$ cat config.mk
export PLATFORM = sky130hd
export DESIGN_NAME = rr_arbiter4
export DESIGN_NICKNAME = d
export VERILOG_FILES = /design/src/rtl/rr_arbiter4.sv
export SDC_FILE = /design/constraint.sdc
export NUM_CORES = 1
export LEC_CHECK = 0
export CAP_MARGIN = 30
export CELL_PAD_IN_SITES_DETAIL_PLACEMENT = 2
export CELL_PAD_IN_SITES_GLOBAL_PLACEMENT = 2
export CORE_UTILIZATION = 34
export DETAILED_ROUTE_END_ITERATION = 7
export MAX_ROUTING_LAYER = met4
export PLACE_DENSITY_LB_ADDON = 0.1
export SLEW_MARGIN = 5
export SYNTH_ARGS = -nofsm -noshare
export SYNTH_HDL_FRONTEND = slang
export SYNTH_SLANG_ARGS = --single-unit
$ cat constraint.sdc
create_clock -name clk -period 1.98 [get_ports clk]
set_clock_uncertainty 0.15 [all_clocks]
set_input_delay 0.198 -clock clk [delete_from_list [all_inputs] [get_ports clk]]
set_output_delay 0.198 -clock clk [all_outputs]
set_load 0.03 [all_outputs]
$ cat src/rtl/rr_arbiter4.sv
// rr_arbiter4 -- four-requester round-robin arbiter with a bounded tenure.
//
// Purpose:
//   Grants one shared downstream resource to one of four level-sensitive
//   requesters. The search for the next owner starts just after the last
//   owner and wraps 3 -> 0, so every requester is eventually served. A
//   hold counter limits how long one owner may keep the grant. When the
//   limit is reached the grant rotates, and EXPIRE pulses for one cycle.
//
// Ports:
//   clk     in   1  system clock, rising edge
//   rst     in   1  asynchronous, active-high reset
//   REQ     in   4  request vector, bit i = requester i
//   GNT     out  4  registered one-hot grant, zero when idle
//   GNT_ID  out  2  encoded owner index, zero when idle
//   VALID   out  1  a grant is active (OR of GNT)
//   EXPIRE  out  1  one-cycle pulse after a tenure ended by the hold limit
//
// Parameters:
//   MAX_HOLD  maximum consecutive granted cycles per tenure (1..15)
//   CNT_W     hold counter width, 2**CNT_W > MAX_HOLD

module rr_arbiter4 #(
  parameter int MAX_HOLD = 8,
  parameter int CNT_W    = 4
) (
  input  logic       clk,
  input  logic       rst,
  input  logic [3:0] REQ,
  output logic [3:0] GNT,
  output logic [1:0] GNT_ID,
  output logic       VALID,
  output logic       EXPIRE
);

  typedef enum logic {
    IDLE  = 1'b0,
    GRANT = 1'b1
  } state_t;

  localparam logic [CNT_W-1:0] HOLD_LIMIT = CNT_W'(MAX_HOLD);
  localparam logic [CNT_W-1:0] HOLD_ONE   = CNT_W'(1);

  state_t           state_q,  state_d;
  logic [3:0]       gnt_q,    gnt_d;
  logic [1:0]       gnt_id_q, gnt_id_d;
  logic [1:0]       last_q,   last_d;
  logic [CNT_W-1:0] hold_q,   hold_d;
  logic             expire_q, expire_d;

  // Round-robin search. Candidates are base+1, base+2, base+3, base+4
  // (mod 4). The base itself is tried last, so an expiring owner is
  // re-granted only when nobody else is asking.
  logic [1:0] search_base;
  logic       pick_found;
  logic [1:0] pick_idx;

  always_comb begin
    logic [1:0] cand;
    pick_found = 1'b0;
    pick_idx   = 2'd0;
    cand       = 2'd0;
    for (int k = 1; k <= 4; k++) begin
      cand = search_base + 2'(k);
      if (!pick_found && REQ[cand]) begin
        pick_found = 1'b1;
        pick_idx   = cand;
      end
    end
  end

  // When idle, the search resumes after the last owner. While granted,
  // every non-continue outcome makes the current owner the new LAST, so
  // the search starts after the owner.
  assign search_base = (state_q == GRANT) ? gnt_id_q : last_q;

  always_comb begin
    state_d  = state_q;
    gnt_id_d = gnt_id_q;
    last_d   = last_q;
    hold_d   = hold_q;
    expire_d = 1'b0;

    case (state_q)
      IDLE: begin
        if (pick_found) begin
          state_d  = GRANT;
          gnt_id_d = pick_idx;
          hold_d   = HOLD_ONE;
        end
      end

      GRANT: begin
        if (REQ[gnt_id_q] && (hold_q < HOLD_LIMIT)) begin
          hold_d = hold_q + HOLD_ONE;
        end else begin
          // Either a release or an expiry. If REQ is still high, the hold
          // limit ended this tenure.
          last_d   = gnt_id_q;
          expire_d = REQ[gnt_id_q];
          if (pick_found) begin
            gnt_id_d = pick_idx;
            hold_d   = HOLD_ONE;
          end else begin
            state_d  = IDLE;
            gnt_id_d = 2'd0;
            hold_d   = '0;
          end
        end
      end

      default: begin
        state_d  = IDLE;
        gnt_id_d = 2'd0;
        hold_d   = '0;
      end
    endcase

    gnt_d = (state_d == GRANT) ? (4'b0001 << gnt_id_d) : 4'b0000;
  end

  always_ff @(posedge clk or posedge rst) begin
    if (rst) begin
      state_q  <= IDLE;
      gnt_q    <= 4'b0000;
      gnt_id_q <= 2'd0;
      last_q   <= 2'd3;
      hold_q   <= '0;
      expire_q <= 1'b0;
    end else begin
      state_q  <= state_d;
      gnt_q    <= gnt_d;
      gnt_id_q <= gnt_id_d;
      last_q   <= last_d;
      hold_q   <= hold_d;
      expire_q <= expire_d;
    end
  end

  assign GNT    = gnt_q;
  assign GNT_ID = gnt_id_q;
  assign VALID  = |gnt_q;
  assign EXPIRE = expire_q;

endmodule
==> summary.txt, run 1 <==
Pwr
  – Switch Pwr: between 700 and 800 µW
  – Tot Pwr: 1.89 mW
  – Pwr Density: about 1500 nW/µm²
  – Pleak: 0.573 nW
  – Sequential share of power: approximately 27%
  – Combinational power share: a little under two thirds
  – Worst IR Drop VDD: about 800 µV
  – Power share of the clock group: a little over 9%
  – Pint: ~1.1 mW
  – Switch share: between 40% and 50%

CTS
  – CTS Buf Count: 3
  – Clk buf depth: 2
  – Sink Count: 14
  – H-tree depth: 1
  – Clock Pin Slew Worst Setup and Hold Paths: 0.09 ns
  – Clock Latency Late Sink: 0.28 ns
  – CTS tree: built
  – Root buf cell: clkbuf_4
  – Hold_buf cts: 0

Logic synthesis
  – Cells after Synth: 80
  – Largest area contributor in the netlist: dfrtp_1
  – Area contributors post-synth: dfrtp_1 33%, mux2i_4 7.5%, dfstp_2 5.8%
  – Ys flop type: dfrtp_1
  – Number of synthesized flops with an enable pin: 0
  – Top-area cell type share of the netlist area: roughly 33%
  – Ys Warns: 0
  – Post-Syn Area: about 900 µm²
  – Average cell area after synthesis: ~11 µm²
  – Seq/Total Area, Yosys: 39.0%
  – Synth cell types: 43
  – Async set-reset flop share out of synthesis: 100%
  – Synth Register Bits: 14
  – Mapped Nets: 87

Finish
  – Final net count: 127
  – Fraction of layout cells with a size suffix above 1: between 40% and 50%
  – Commonest non-fill, non-tap cell in the layout: buf_4
  – Area growth syn-to-layout: 42.3%
  – Finished Layout Cells: approximately 150
  – Most frequent cells in the layout: 25 x buf_4, 10 x clkdlybuf4s50_1, 9 x dfrtp_1
  – Ant diodes: 0

Detailed routing
  – DR WL/cell: about 18 µm
  – Via count: 772
  – Initial DRC Count: 6
  – WL final: around 2.6 mm
  – Drt drc: 0
  – Post-DRT Antenna Nets: 0
  – DR pass1 iterations: 4
  – DR vias/cell: between 5 and 6

Timing
  – Relative slew slack: between 60% and 70%
  – Fmax: 524 MHz
  – Final Cycle Share: a little over nine tenths
  – Final setup violation count: 0
  – Setup_tns: 0 ns
  – Final min period: 1.91 ns
  – Final hold violations: 0
  – Slew @ Worst Pin: approximately 0.53 ns
  – Max-slew violations: 0

Worst setup path
  – Critical path data arrival time: about 1.9 ns
  – Critical Path End Type: flop
  – Crit path kind: reg -> reg
  – Worst Path Max Fanout: 5
  – Startpoint class of the critical path: flop
  – CP required: ~2.0 ns

Floorplanning
  – Core area: 2500 µm²
  – Starting Density: between 30% and 40%
  – IO Count: 14
  – # rows: 18
  – Die width: roughly 54 µm
  – Die Span Y: about 54 µm
  – Area of the die: between 2000 and 3000 µm²

Placed design
  – PortBufs: 13
  – # placed instances: 140
  – GPL Wtd Cong: slightly below 0.8
  – Dpl hpwl: around 1.9 mm

Global route
  – Total GRT Usage: ~22%
  – First-pass GRT wire length: 4.17 mm
  – Initial antenna violation count: 0
  – Number of global-route vias before repair: approximately 820
  – Largest net degree at the start of global routing: 15
  – Overflow after GRT: 0

Worst hold path
  – Hold Crit Class: in -> async

Flow run
  – MaxCap Viol Count: 0

Run status
  – Status: finished, final reports clean
through the flow:
stage	hold slack, ns	utilization (%)	setup WS (ns)	cell area (µm²)
finish	0.102	51.5	0.0698	1290
global route	0.165	51.5	-0.0108	1290
CTS	0.117	49.3	0.0240	1230
detailed placement	0.336	48.2	-0.227	1210
global placement	0.319	48.2	-0.112	1210
floorplan	-0.0643	-	0.0383	907
registers in the layout, summed over array words and instances, names as in the netlist:
register and cells:
state_q 1, EXPIRE 1, GNT 4, GNT_ID 2, last_q 2, hold_q 4
logic make-up (layout without fill, tap and decap cells):
group                      after synthesis  count (layout)  synth area share (%)
DFF                                     14              14                  39.0
muxes                                    8               8                  13.4
buffers and inverters                    8              47                  5.95
adders and majority gates                1               1                  1.38
AOI/OAI and AO/OA                       17              17                  15.9
and+or+nand+nor                         30              30                  22.4
xor gates and xnor gates                 2               2                  1.94
final cells by class:
type                       instances  area, µm²
multi-input combinational         58        510
tap                               30       37.5
clock buffer                       4       26.3
timing repair buffer              39        342
fill                             265       1210
sequential                        14        357
inverter                           4       15.0
routing by layer:
| metal | up-vias | part of all wire (%) | routed length [µm] | track usage [%] |
|---|---|---|---|---|
| li1 | 365 | - | - | - |
| met1 | 386 | 43 | 1130 | 25.7 |
| met2 | 17 | 53 | 1410 | 40.2 |
| met3 | 4 | 3.3 | 87 | 3.39 |
| met4 | 0 | 0.53 | 14 | 2.63 |
| met5 | - | 0 | 0 | - |
synthesized netlist by cell type (all sizes together) (2+ instances only):
master,number
nand2b,2
inv,4
xnor2,2
dfstp,2
and2,2
nand3b,2
nand2,4
mux2,3
buf,4
dfrtp,12
nor2,8
or3b,2
o21ai,5
mux2i,5
nor3,3
worst max-delay path, stage by stage, from the launching register on:
cell	delay [ns]
dfrtp_2	0.42
buf_4	0.15
mux2i_4	0.26
o22ai_2	0.12
a221o_1	0.29
o21ai_2	0.20
and2b_1	0.21
what timing repair did:
action / in CTS / in global routing
endpoints found under the hold margin: 0 / 0
setup endpoints to repair: 3 / 5
resized for setup: 2 / 5
pin swaps: 0 / 4
buffers inserted: 0 / 5
power groups by stage:
| stage | registers [mW] | logic, mW | clock network [mW] |
|---|---|---|---|
| after global routing | 0.534 | 1.30 | 0.195 |
| final | 0.515 | 1.20 | 0.171 |
| after detailed placement | 0.539 | 1.10 | 0 |
| after global placement | 0.527 | 1.06 | 0 |
| after floorplan | 0.593 | 0.650 | 0 |
| after CTS | 0.541 | 1.11 | 0.180 |
worst paths after layout:
| kind | from | end | slack [ns] | cells past startpoint |
|---|---|---|---|---|
| worst max-delay path | GNT_ID[1]$_DFF_PP0_ | GNT[1]$_DFF_PP0_ | 0.07 | 6 |
| worst min-delay path | rst | hold_q[2]$_DFFE_PP0P_ | 0.10 | 2 |
| worst max register to register | GNT_ID[1]$_DFF_PP0_ | GNT[1]$_DFF_PP0_ | 0.07 | 6 |
| worst min register to register | hold_q[2]$_DFFE_PP0P_ | hold_q[2]$_DFFE_PP0P_ | 0.35 | 1 |
| max in group asynchronous | rst | state_q$_DFF_PP0_ | 1.19 | 2 |
| min in group clk | hold_q[2]$_DFFE_PP0P_ | hold_q[2]$_DFFE_PP0P_ | 0.35 | 1 |
Power figures use the tool's default switching activity.
==> run 2, diff against run 1 <==
--- a/constraint.sdc
+++ b/constraint.sdc
@@ -3,3 +3,3 @@
 set_input_delay 0.198 -clock clk [delete_from_list [all_inputs] [get_ports clk]]
 set_output_delay 0.198 -clock clk [all_outputs]
-set_load 0.03 [all_outputs]
+set_load 0.1 [all_outputs]
==> run 2 against run 1 <==
  * Combinational power rose by 39%
  * Worst setup slack worse by 0.068 ns
  * Highest routed layer unchanged
  * Cell count down 3.4%
  * Fmax shrank 3.4%
  * Routed wire length fell by 4.1%
  * Utilization increased by 1.2 points
  * Critical path type unchanged
  * Count of clock-buffer cells in the layout unchanged
==> summary.txt, run 2 (synthesis results as in run 1) <==
Run status
  – Status: finished, final reports clean

Worst setup path
  – Crit path kind: reg -> reg
  – Critical path data arrival time: 2.02 ns
  – CP required: roughly 2.0 ns
  – Crit path max-delay cell type: dfrtp_4
  – Worst path max stage delay: 0.54 ns
  – Startpoint class of the critical path: flop
  – Critical Path End Type: flop
  – Worst Path Max Fanout: 5
  – CP Cell Sequence: buf_6 -> mux2i_4 -> nand2_1 -> nor4b_1 -> a211o_2 -> nor3b_2

Global route
  – Largest net degree at the start of global routing: 15
  – Initial antenna violation count: 0
  – Total GRT Usage: roughly 19%
  – Number of global-route vias before repair: 759
  – Overflow after GRT: 0
  – First-pass GRT wire length: ~3.7 mm

Flow run
  – MaxCap Viol Count: 0

CTS
  – H-tree depth: 1
  – Sink Count: 14
  – Clock Pin Slew Worst Setup and Hold Paths: around 0.090 ns
  – CTS Buf Count: 3
  – Clock Latency Late Sink: roughly 0.28 ns
  – Root buf cell: clkbuf_4
  – Hold_buf cts: 0
  – CTS tree: built
  – Clk buf depth: 2

Worst hold path
  – Hold Crit Class: in -> async

Timing
  – Relative slew slack: about two thirds
  – Final Cycle Share: between 90 and 100%
  – Fmax: between 500 and 600 MHz
  – Final min period: between 1.5 and 2 ns
  – Slew @ Worst Pin: between 0.5 and 0.6 ns
  – Max-slew violations: 0
  – Final hold violations: 0
  – RSZ-0062 raised after global routing: yes
  – Final setup violation count: 0
  – Smallest hold slack: between 0.1 and 0.15 ns

Finish
  – Register area: 362 µm²
  – Final net count: 122
  – Fillers: roughly 260
  – Core Util, Final: between 50 and 60%
  – Fraction of layout cells with a size suffix above 1: between 50% and 60%
  – Commonest non-fill, non-tap cell in the layout: buf_4
  – Ant diodes: 0
  – Multi-input gate area: between 500 and 600 µm²
  – Most frequent cells in the layout: 23 x buf_4, 9 x dfrtp_1, 6 x nor2_1
  – Area growth syn-to-layout: 45.6%

Placed design
  – PortBufs: 13
  – Dpl hpwl: ~1.8 mm
  – GPL Wtd Cong: around 0.74

Detailed routing
  – WL final: 2.53 mm
  – Via count: 743
  – DR vias/cell: a little over 5
  – Initial DRC Count: 11
  – DR pass1 iterations: 4
  – DR WL/cell: between 15 and 20 µm
  – Drt drc: 0
  – Post-DRT Antenna Nets: 0

Floorplanning
  – Die Span Y: ~54 µm
  – Starting Density: between 30% and 40%
  – # rows: 18
  – Core area: between 2000 and 2500 µm²
  – Die width: about 54 µm
  – Area of the die: about 2900 µm²
  – IO Count: 14

Pwr
  – Pwr Density: between 1500 and 2000 nW/µm²
  – Worst IR Drop VDD: ~1600 µV
  – Pleak: about 0.57 nW
[run 2: cell type report]
class	count	share of cell area [%]
inverter	4	1.14
multi-input combinational	58	41.1
tap	30	2.85
timing repair buffer	34	24.7
sequential	14	27.4
clock buffer	4	2.75
[run 2: worst max-delay path, delay by kind of cell (launching register included)]
family                 cells  cell delay (ns)
flip-flops                 1             0.54
AND/OR/NAND/NOR            3             0.46
AO/OA/AOI/OAI              1             0.38
multiplexers               1             0.21
buffers and inverters      1             0.15
[run 2: power by group]
part / internal, mW / total [mW] / switching, mW
sequential: 0.425 / 0.553 / 0.128
clock: 0.112 / 0.203 / 0.0917
combinational: 0.711 / 1.67 / 0.956
total: 1.25 / 2.42 / 1.18
[run 2: stage by stage]
stage                     setup slack, ns  cell area, µm²  std cells  power [mW]  setup TNS [ns]
after floorplan                   -0.0931             927         80        1.65          -0.323
after global placement             -0.158            1200        136        2.04          -0.623
after detailed placement           -0.173            1200        136        2.08          -0.797
after CTS                          0.0105            1230        140        2.29               0
after global routing              -0.0638            1320        144        2.57          -0.273
final                             0.00187            1320        144        2.42               0
[run 2: repair_timing]
action / in CTS / in global routing
resized for setup: 1 / 10
pin swaps: 1 / 3
endpoints found under the setup margin: 2 / 5
setup buffers: 0 / 4
[run 2: worst paths after layout]
check	start	endpoint	slack [ns]	cells past startpoint
worst max-delay path	GNT_ID[1]$_DFF_PP0_	GNT[2]$_DFF_PP0_	0.002	6
worst min-delay path	rst	GNT_ID[0]$_DFF_PP0_	0.12	2
worst max register to register	GNT_ID[1]$_DFF_PP0_	GNT[2]$_DFF_PP0_	0.002	6
worst min register to register	hold_q[2]$_DFFE_PP0P_	hold_q[2]$_DFFE_PP0P_	0.33	1
max in group asynchronous	rst	GNT_ID[1]$_DFF_PP0_	1.16	2
min in group clk	hold_q[2]$_DFFE_PP0P_	hold_q[2]$_DFFE_PP0P_	0.33	1
[run 2: per-layer routing]
| layer | vias to the layer above | part of all wire (%) | global-route usage [%] |
|---|---|---|---|
| met5 | - | 0 | - |
| met4 | 0 | 0.47 | 5.26 |
| met3 | 2 | 2.1 | 4.24 |
| met2 | 15 | 51 | 31.7 |
| met1 | 366 | 47 | 23.9 |
| li1 | 360 | - | - |
